## config.mk

```make
export PLATFORM = sky130hd
export DESIGN_NAME = fb_arbiter
export DESIGN_NICKNAME = d
export VERILOG_FILES = /design/src/rtl/fb_arbiter_pkg.sv /design/src/rtl/fb_wr_fifo.sv /design/src/rtl/fb_arbiter.sv
export SDC_FILE = /design/constraint.sdc
export NUM_CORES = 1
export LEC_CHECK = 0
export CAP_MARGIN = 25
export CORE_MARGIN = 2
export CORE_UTILIZATION = 48
export DETAILED_ROUTE_END_ITERATION = 7
export PLACE_DENSITY = 0.75
export SYNTH_ARGS = -nofsm -noshare
export SYNTH_HDL_FRONTEND = slang
export SYNTH_SLANG_ARGS = --single-unit
```

## constraint.sdc

```tcl
create_clock -name clk -period 3.5 [get_ports clk]
set_input_delay 0.7 -clock clk [delete_from_list [all_inputs] [get_ports clk]]
set_output_delay 0.7 -clock clk [all_outputs]
set_load 0.01 [all_outputs]
```

## src/rtl/fb_arbiter_pkg.sv

```systemverilog
// Shared widths, queue depth and FSM encoding for the framebuffer arbiter.
package fb_arbiter_pkg;

    localparam int ADDR_RANGE  = 12;
    localparam int REG_RANGE   = 8;
    localparam int FB_WQ_DEPTH = 4;

    typedef enum logic {
        FB_S_INIT = 1'b0,
        FB_S_RUN  = 1'b1
    } fb_state_e;

endpackage

```

## src/rtl/fb_wr_fifo.sv

```systemverilog
// Synchronous FIFO for pending GPU writes; full is registered so the
// producer's ready does not depend combinationally on this cycle's pop.
module fb_wr_fifo #(
    parameter int DEPTH = 4,
    parameter int W     = 20
) (
    input  logic         clk,
    input  logic         rst,
    input  logic         push,
    input  logic         pop,
    input  logic [W-1:0] din,
    output logic [W-1:0] dout,
    output logic         empty,
    output logic         full
);
    localparam int PW = $clog2(DEPTH);
    localparam int CW = PW + 1;

    logic [W-1:0]  mem_q [DEPTH];
    logic [PW-1:0] head_q, head_d, tail_q, tail_d;
    logic [CW-1:0] count_q, count_d;
    logic          full_q, full_d;

    always_comb begin
        head_d  = head_q;
        tail_d  = tail_q;
        count_d = count_q;
        if (push) tail_d = tail_q + PW'(1);
        if (pop)  head_d = head_q + PW'(1);
        case ({push, pop})
            2'b10:   count_d = count_q + CW'(1);
            2'b01:   count_d = count_q - CW'(1);
            default: count_d = count_q;
        endcase
        full_d = (count_d == CW'(DEPTH));
    end

    always_ff @(posedge clk) begin
        if (rst) begin
            head_q  <= '0;
            tail_q  <= '0;
            count_q <= '0;
            full_q  <= 1'b0;
        end else begin
            head_q  <= head_d;
            tail_q  <= tail_d;
            count_q <= count_d;
            full_q  <= full_d;
        end
    end

    always_ff @(posedge clk) begin
        if (push) mem_q[tail_q] <= din;
    end

    assign dout  = mem_q[head_q];
    assign empty = (count_q == '0);
    assign full  = full_q;

endmodule

```

## src/rtl/fb_arbiter.sv

```systemverilog
// Single-port framebuffer arbiter: fixed-latency display reads take priority,
// queued GPU writes drain in every other slot, with write-through to vga_data.
module fb_arbiter
    import fb_arbiter_pkg::*;
#(
    parameter int ADDR_W   = ADDR_RANGE,
    parameter int DATA_W   = REG_RANGE,
    parameter int WQ_DEPTH = FB_WQ_DEPTH
) (
    input  logic              clk,
    input  logic              rst,
    input  logic [ADDR_W-1:0] vga_addr,
    output logic [DATA_W-1:0] vga_data,
    input  logic              wr_valid,
    output logic              wr_ready,
    input  logic [ADDR_W-1:0] wr_addr,
    input  logic [DATA_W-1:0] wr_data,
    output logic [ADDR_W-1:0] mem_addr,
    output logic              mem_we,
    output logic [DATA_W-1:0] mem_wdata,
    input  logic [DATA_W-1:0] mem_rdata,
    output logic              wr_stall
);
    fb_state_e          state_q, state_d;
    logic [ADDR_W-1:0]  last_addr_q, last_addr_d, rd_addr_q, rd_addr_d;
    logic               last_vld_q, last_vld_d, rd_pend_q, rd_pend_d;
    logic [DATA_W-1:0]  vga_data_q, vga_data_d;
    logic               wr_stall_q, wr_stall_d;

    logic                     push, pop, do_read, q_empty, q_full;
    logic [ADDR_W+DATA_W-1:0] head_ent;
    logic [ADDR_W-1:0]        head_addr;
    logic [DATA_W-1:0]        head_data;

    assign wr_ready  = ~q_full & ~rst;
    assign push      = wr_valid & wr_ready;
    assign head_addr = head_ent[ADDR_W+DATA_W-1:DATA_W];
    assign head_data = head_ent[DATA_W-1:0];

    fb_wr_fifo #(.DEPTH(WQ_DEPTH), .W(ADDR_W + DATA_W)) u_wq (
        .clk   (clk),
        .rst   (rst),
        .push  (push),
        .pop   (pop),
        .din   ({wr_addr, wr_data}),
        .dout  (head_ent),
        .empty (q_empty),
        .full  (q_full)
    );

    always_comb begin
        state_d     = FB_S_RUN;
        last_addr_d = last_addr_q;
        last_vld_d  = last_vld_q;
        rd_addr_d   = rd_addr_q;
        rd_pend_d   = 1'b0;
        wr_stall_d  = wr_valid & ~wr_ready;
        vga_data_d  = rd_pend_q ? mem_rdata : vga_data_q;
        do_read     = 1'b0;
        pop         = 1'b0;
        mem_addr    = last_addr_q;
        mem_we      = 1'b0;
        mem_wdata   = '0;

        if (state_q == FB_S_INIT || vga_addr != last_addr_q || !last_vld_q)
            do_read = 1'b1;
        else if (!q_empty)
            pop = 1'b1;

        if (do_read) begin
            mem_addr    = vga_addr;
            rd_pend_d   = 1'b1;
            rd_addr_d   = vga_addr;
            last_addr_d = vga_addr;
            last_vld_d  = 1'b1;
        end else if (pop) begin
            mem_addr  = head_addr;
            mem_we    = 1'b1;
            mem_wdata = head_data;
            // RAM hands back the pre-write value, so the popped data wins
            // over a capture of the same address.
            if (head_addr == last_addr_q && (!rd_pend_q || rd_addr_q == head_addr))
                vga_data_d = head_data;
        end

        if (rst) begin
            pop       = 1'b0;
            mem_addr  = '0;
            mem_we    = 1'b0;
            mem_wdata = '0;
        end
    end

    always_ff @(posedge clk) begin
        if (rst) begin
            state_q     <= FB_S_INIT;
            last_addr_q <= '0;
            last_vld_q  <= 1'b0;
            rd_addr_q   <= '0;
            rd_pend_q   <= 1'b0;
            vga_data_q  <= '0;
            wr_stall_q  <= 1'b0;
        end else begin
            state_q     <= state_d;
            last_addr_q <= last_addr_d;
            last_vld_q  <= last_vld_d;
            rd_addr_q   <= rd_addr_d;
            rd_pend_q   <= rd_pend_d;
            vga_data_q  <= vga_data_d;
            wr_stall_q  <= wr_stall_d;
        end
    end

    assign vga_data = vga_data_q;
    assign wr_stall = wr_stall_q;

endmodule
```

Word level (Yosys, flattened, before mapping)
Memory sizes are Yosys's and may differ from the RTL's. A register that Yosys moved wholly into a read port is not among the register bits.
Index checks and enable logic that the tools add are counted.
Word-level totals
  ROM bits: 0
  bits in latches: 0
  bits of input ports: 43
  output and inout port bits: 31
  bits in writable memories: 80
  register bits after elaboration: 32
  memories: 1
Cells by class
  $lt $le $gt $ge: 0
  divide/modulo/power cells: 0
  shift operators: 0
  add/sub/neg operators: 4
  mux-type cells: 24
  reduce and logical (&&, ||, !) cells: 7
  multipliers: 0
  eq/ne operators: 6
  bitwise gates (word level): 7
Memories
  u_wq.mem_q: depth 4, bits a word 20, read ports 1, clocked after memory_dff 1, write ports 1, RTL line fb_wr_fifo.sv:19  | logic [W-1:0] mem_q [DEPTH];
Operators by type and width (number)
  8-bit 2-to-1 mux: 7
  12-bit 2-to-1 mux: 3
  12-bit == test: 2
  12-bit inequality test: 1
  1-bit 2-to-1 mux: 11
  3-bit one-hot mux with 2 select lines: 1
  2-bit by 1-bit adder with 2-bit output, second input constant: 2
  2-bit 2-to-1 mux: 2
  1-bit inverter: 4
  3-bit by 1-bit adder with 3-bit output, second input constant: 1
  1-bit AND: 3
  3-bit == test, second input constant: 1
  3-bit logical NOT: 1
  1-bit logical OR: 3
  3-bit by 1-bit subtractor with 3-bit output, second input constant: 1
  2-bit by 1-bit == test with 1-bit output, second input constant: 1
  2-bit == test, second input constant: 1
  1-bit logical NOT: 2
  1-bit logical AND: 1

Longest topological paths before layout
  depth after elaboration: 8
  depth in mapped cells: 14
  gate-level depth less buffers: 12

Modules after synthesis
Synthesis repeated with hierarchy kept, for this count alone.
Unflattened totals
  cell total of the unflattened synthesis: 318
  area total of the unflattened synthesis: 4732.0 um^2
Modules (own cells, without submodules)
  fb_wr_fifo: times used 1, area an instance 3372.0 um^2, cells an instance 156
  fb_arbiter: times used 1, area an instance 1360.1 um^2, cells an instance 162

Worst setup path before layout
No wires, ideal clock.
  kind: input-to-reg
  from: input port vga_addr[9]
  to: register u_wq.full_q, in the netlist u_wq.full
  path slack: 0.069 ns
  path buffers: 2
  stages on the path: 14
  arrival: 3.298 ns
  required time: 3.367 ns
  library setup time: 0.133 ns
  cells stage by stage: xor2_1 > or4_1 > nor4_2 > and2b_1 > buf_6 > clkbuf_2 > and2_1 > ha_1 > inv_1 > fa_1 > xor2_1 > nor2_1 > xnor2_1 > nor3_1
Between the ends
  cells in the longest elaborated chain, start to end: 8
  elaborated cells on any way between the ends: 9
  classes of those cells: eq/ne: 4; mux: 3; reduce/logical: 2
Ends and longest elaborated chain
  start, declared: RTL line fb_arbiter.sv:12  | input logic [ADDR_W-1:0] vga_addr,
  12-bit inequality test (*): RTL line fb_arbiter.sv:65  | if (state_q == FB_S_INIT || vga_addr != last_addr_q || !last_vld_q)
  1-bit logical OR (*) (2 in a row): RTL line fb_arbiter.sv:65
  1-bit 2-to-1 mux (*): RTL line fb_arbiter.sv:65
  1-bit 2-to-1 mux (*): RTL line fb_arbiter.sv:86  | if (rst) begin
  2-bit by 1-bit == test with 1-bit output / 2-bit == test (equally long branches): RTL line fb_wr_fifo.sv:30  | case ({push, pop})
  3-bit one-hot mux with 2 select lines (*): RTL line fb_wr_fifo.sv:30
  3-bit == test (*): RTL line fb_wr_fifo.sv:35  | full_d = (count_d == CW'(DEPTH));
  end signal, assigned: RTL line fb_wr_fifo.sv:48  | full_q <= full_d;
  end, declared: RTL line fb_wr_fifo.sv:22  | logic full_q, full_d;
Every way passes the cells marked *; elsewhere a longest branch is shown, timed or not.
A chain may end at the register's enable or synchronous reset.

Worst setup path after layout
  from: input port vga_addr[11]
  to: register rd_pend_q
Between the ends
  cells in the longest elaborated chain, start to end: 5
Ends and longest elaborated chain
  12-bit inequality test: RTL line fb_arbiter.sv:65
  1-bit logical OR (2 in a row): RTL line fb_arbiter.sv:65
  1-bit 2-to-1 mux: RTL line fb_arbiter.sv:65
  1-bit 2-to-1 mux: RTL line fb_arbiter.sv:70  | if (do_read) begin
  end signal, assigned: RTL line fb_arbiter.sv:108  | rd_pend_q <= rd_pend_d;
  end, declared: RTL line fb_arbiter.sv:26  | logic last_vld_q, last_vld_d, rd_pend_q, rd_pend_d;
No other way between the ends.

==> metrics <==
vias in the first global route about 3.2k; All-Layer GR Usage roughly 20%; clock slew at reported path FFs 0.06 ns; Routed WL 10.5 mm; setup TNS 0 ns; crit path DAT 3.94 ns; Post-Layout Cell Count 585; via count a little over 3k; Clock Sinks roughly 110; sw frac 20.4%; worst hold path type in -> reg; Post-DP Area 0.00581 mm²; largest area contributor in the netlist edfxtp_1; Reg power frac 45.0%; Post-Syn Instances about 310; top post-synthesis cells by count 80 x edfxtp_1, 34 x dfxtp_1, 25 x nor2_1, 20 x mux2i_1, 20 x mux4_2; final worst slack 0.0133 ns; Synth area leaders edfxtp_1 50%, dfxtp_1 14%, mux4_2 9.4%; Nets approximately 490; clk root buf clkbuf_8; P_sw 0.686 mW; Final GP Congestion approximately 0.77; Synth top area share between 50 and 60%; Starting Density roughly half; Area Growth Syn to Fin 36.4%; clock share of power 47.8%; Final min period 3.49 ns; post-DP HPWL between 6 and 7 mm; Worst R2R Start rd_addr_q[2]; Cell variety after synth 42; residual DRC count 0; leakage 2.52 nW; Iteration-0 DRC Markers roughly 200; count leader, synth edfxtp_1; CP startpoint vga_addr[11]; DRT Pass-1 Iters 4; n_diodes 0; Final Hold Fails 0; WS Path Type in -> reg; first-pass GRT wire length 16.3 mm; Worst-Margin Slew 0.537 ns; Placement Setup Slack -0.591 ns; chip height 104 µm; Power Internal 2.68 mW; final instance area 0.00654 mm²; Routed WL per cell roughly 18 µm; # rows 36; Clock Skew ~0.011 ns; ys flop type edfxtp_1; routed vias/inst 5.23; Mean Syn Cell Area 15.3 µm²; number of synthesized flops with an enable pin 80; grt ovf 0; Worst Path Required 3.95 ns; io pins 74; die area about 0.011 mm²; Worst slew margin 64.2%; Pwr per Cell Area ~510 mW/mm²; initial antenna violation count 0; hold buffers post-CTS 0; clock latency at the later pin of the worst-skew pair 0.52 ns; post-route ant nets 0; clk buf depth 2; outcome finished clean; TritonCTS clock tree built; HP Start vga_addr[8]; max cap viols 0; peak supply drop roughly 0.39 mV; H-tree Lvls 4; Critical Path End Type register; area of the mapped netlist 0.00479 mm²; fin crit share 99.6%; Seq/Total Area, Yosys 64.4%; layout cells sized above 1 25.9%; core region area between 0.009 and 0.01 mm²; highest clock rate 287 MHz; CTS Buf Count 17; combinational power share 7.3%; Port-buffer cells 73; die extent in x 104 µm; #FFs+latches synth 114; Final Setup Violations 0; FFs w/ async S/R, synth 0%; dpl cells between 500 and 600; Critical Path Source Type input port; Yosys warning count 0; crit-path max FO 2; Max Slew Vio Count 0; largest net degree at the start of global routing 27; Synth Net Count 363
-- metal layers --
metal / up-vias / part of all wire [%] / GRT usage, % / wire, µm
li1: 1416 / - / - / -
met2: 118 / 50 / 33.2 / 5280
met5: - / 0 / 0 / 0
met4: 0 / 2.6 / 10.3 / 272
met3: 23 / 5.3 / 5.70 / 553
met1: 1504 / 42 / 24.3 / 4360
-- power groups by stage --
stage	registers [mW]	logic, mW	clock network [mW]
6_report	1.51	0.245	1.61
5_1_grt	1.52	0.265	1.68
4_1_cts	1.51	0.239	1.62
3_5_place_dp	1.54	0.243	0
3_3_place_gp	1.54	0.237	0
2_1_floorplan	1.54	0.110	0
-- worst max-delay path: stages --
cell and delay [ns]:
dlygate4sd2_1 0.25, xor2_1 0.24, or3_4 0.18, nor4_4 0.04, buf_4 0.14, buf_4 0.12
buf_4 0.12, buf_4 0.12, buf_4 0.13, buf_4 0.13, buf_4 0.14, buf_4 0.12
buf_4 0.13, buf_4 0.13, buf_4 0.12, buf_4 0.12, buf_4 0.13, buf_4 0.12
buf_4 0.12, buf_4 0.12, buf_4 0.13, buf_4 0.13, buf_4 0.13, nor2_2 0.10
-- layout by cell type, fill, tap and decap left out, types with 6 or more instances in the layout --
cell type	n
edfxtp_1	80
buf_4	45
clkdlybuf4s50_1	40
dfxtp_1	33
nor2_1	24
mux4_2	20
mux2i_1	20
clkbuf_16	16
xnor2_1	15
nor2b_1	12
nand2_1	11
dlygate4sd2_1	11
xor2_1	9
and3_1	9
nand2b_1	9
o211ai_1	8
inv_1	7
buf_2	7
clkdlybuf4s15_1	7
and2_1	6
-- metrics by stage --
stage               hold slack (ns)  utilization, %  power, mW
floorplan                     0.478               -       1.65
global placement              0.496            59.8       1.77
detailed placement            0.512            59.8       1.78
CTS                           0.449            66.8       3.37
global route                  0.466            67.2       3.46
finish                        0.472            67.2       3.36
-- logic make-up (layout without fill, tap and decap cells) --
| logic type | after synthesis | after routing | share of synthesized area, % |
|---|---|---|---|
| DFF | 114 | 114 | 64.4 |
| AOI/OAI and AO/OA | 13 | 13 | 2.04 |
| muxes | 40 | 40 | 13.6 |
| xor gates and xnor gates | 29 | 29 | 5.30 |
| and+or+nand+nor | 90 | 90 | 10.5 |
| buffers and inverters | 22 | 160 | 2.51 |
| adders and majority gates | 6 | 6 | 1.72 |
-- state kept, by name (all words and copies together) (netlist names), named ones only --
register	count
vga_data	8
rd_pend_q	1
rd_addr_q	12
u_wq.mem_q	80
u_wq.head_q	2
u_wq.count_q	3
state_q	1
wr_stall	1
u_wq.tail_q	2
last_vld_q	1
u_wq.full	1
-- final cells by class --
type / count / area [µm²]
Fill cell: 702 / 3190
Sequential cell: 114 / 3080
Multi-Input combinational cell: 178 / 1650
Timing Repair Buffer: 120 / 1050
Clock buffer: 25 / 474
Tap cell: 133 / 166
Clock inverter: 7 / 82.6
Inverter: 8 / 30.0
-- worst paths after layout --
check	end	slack [ns]	cells past startpoint
max	rd_pend_q	0.01	24
min	rd_addr_q[8]	0.47	2
max reg2reg	rd_pend_q	0.09	23
min reg2reg	wr_stall	0.52	1
-- what timing repair did --
item,in CTS,in global routing
pin swaps,3,3
buffers inserted,19,0
gates resized for setup,67,14
hold endpoints to repair,0,0
setup endpoints to repair,23,23
Note: power is estimated with default switching activity, not from simulation.
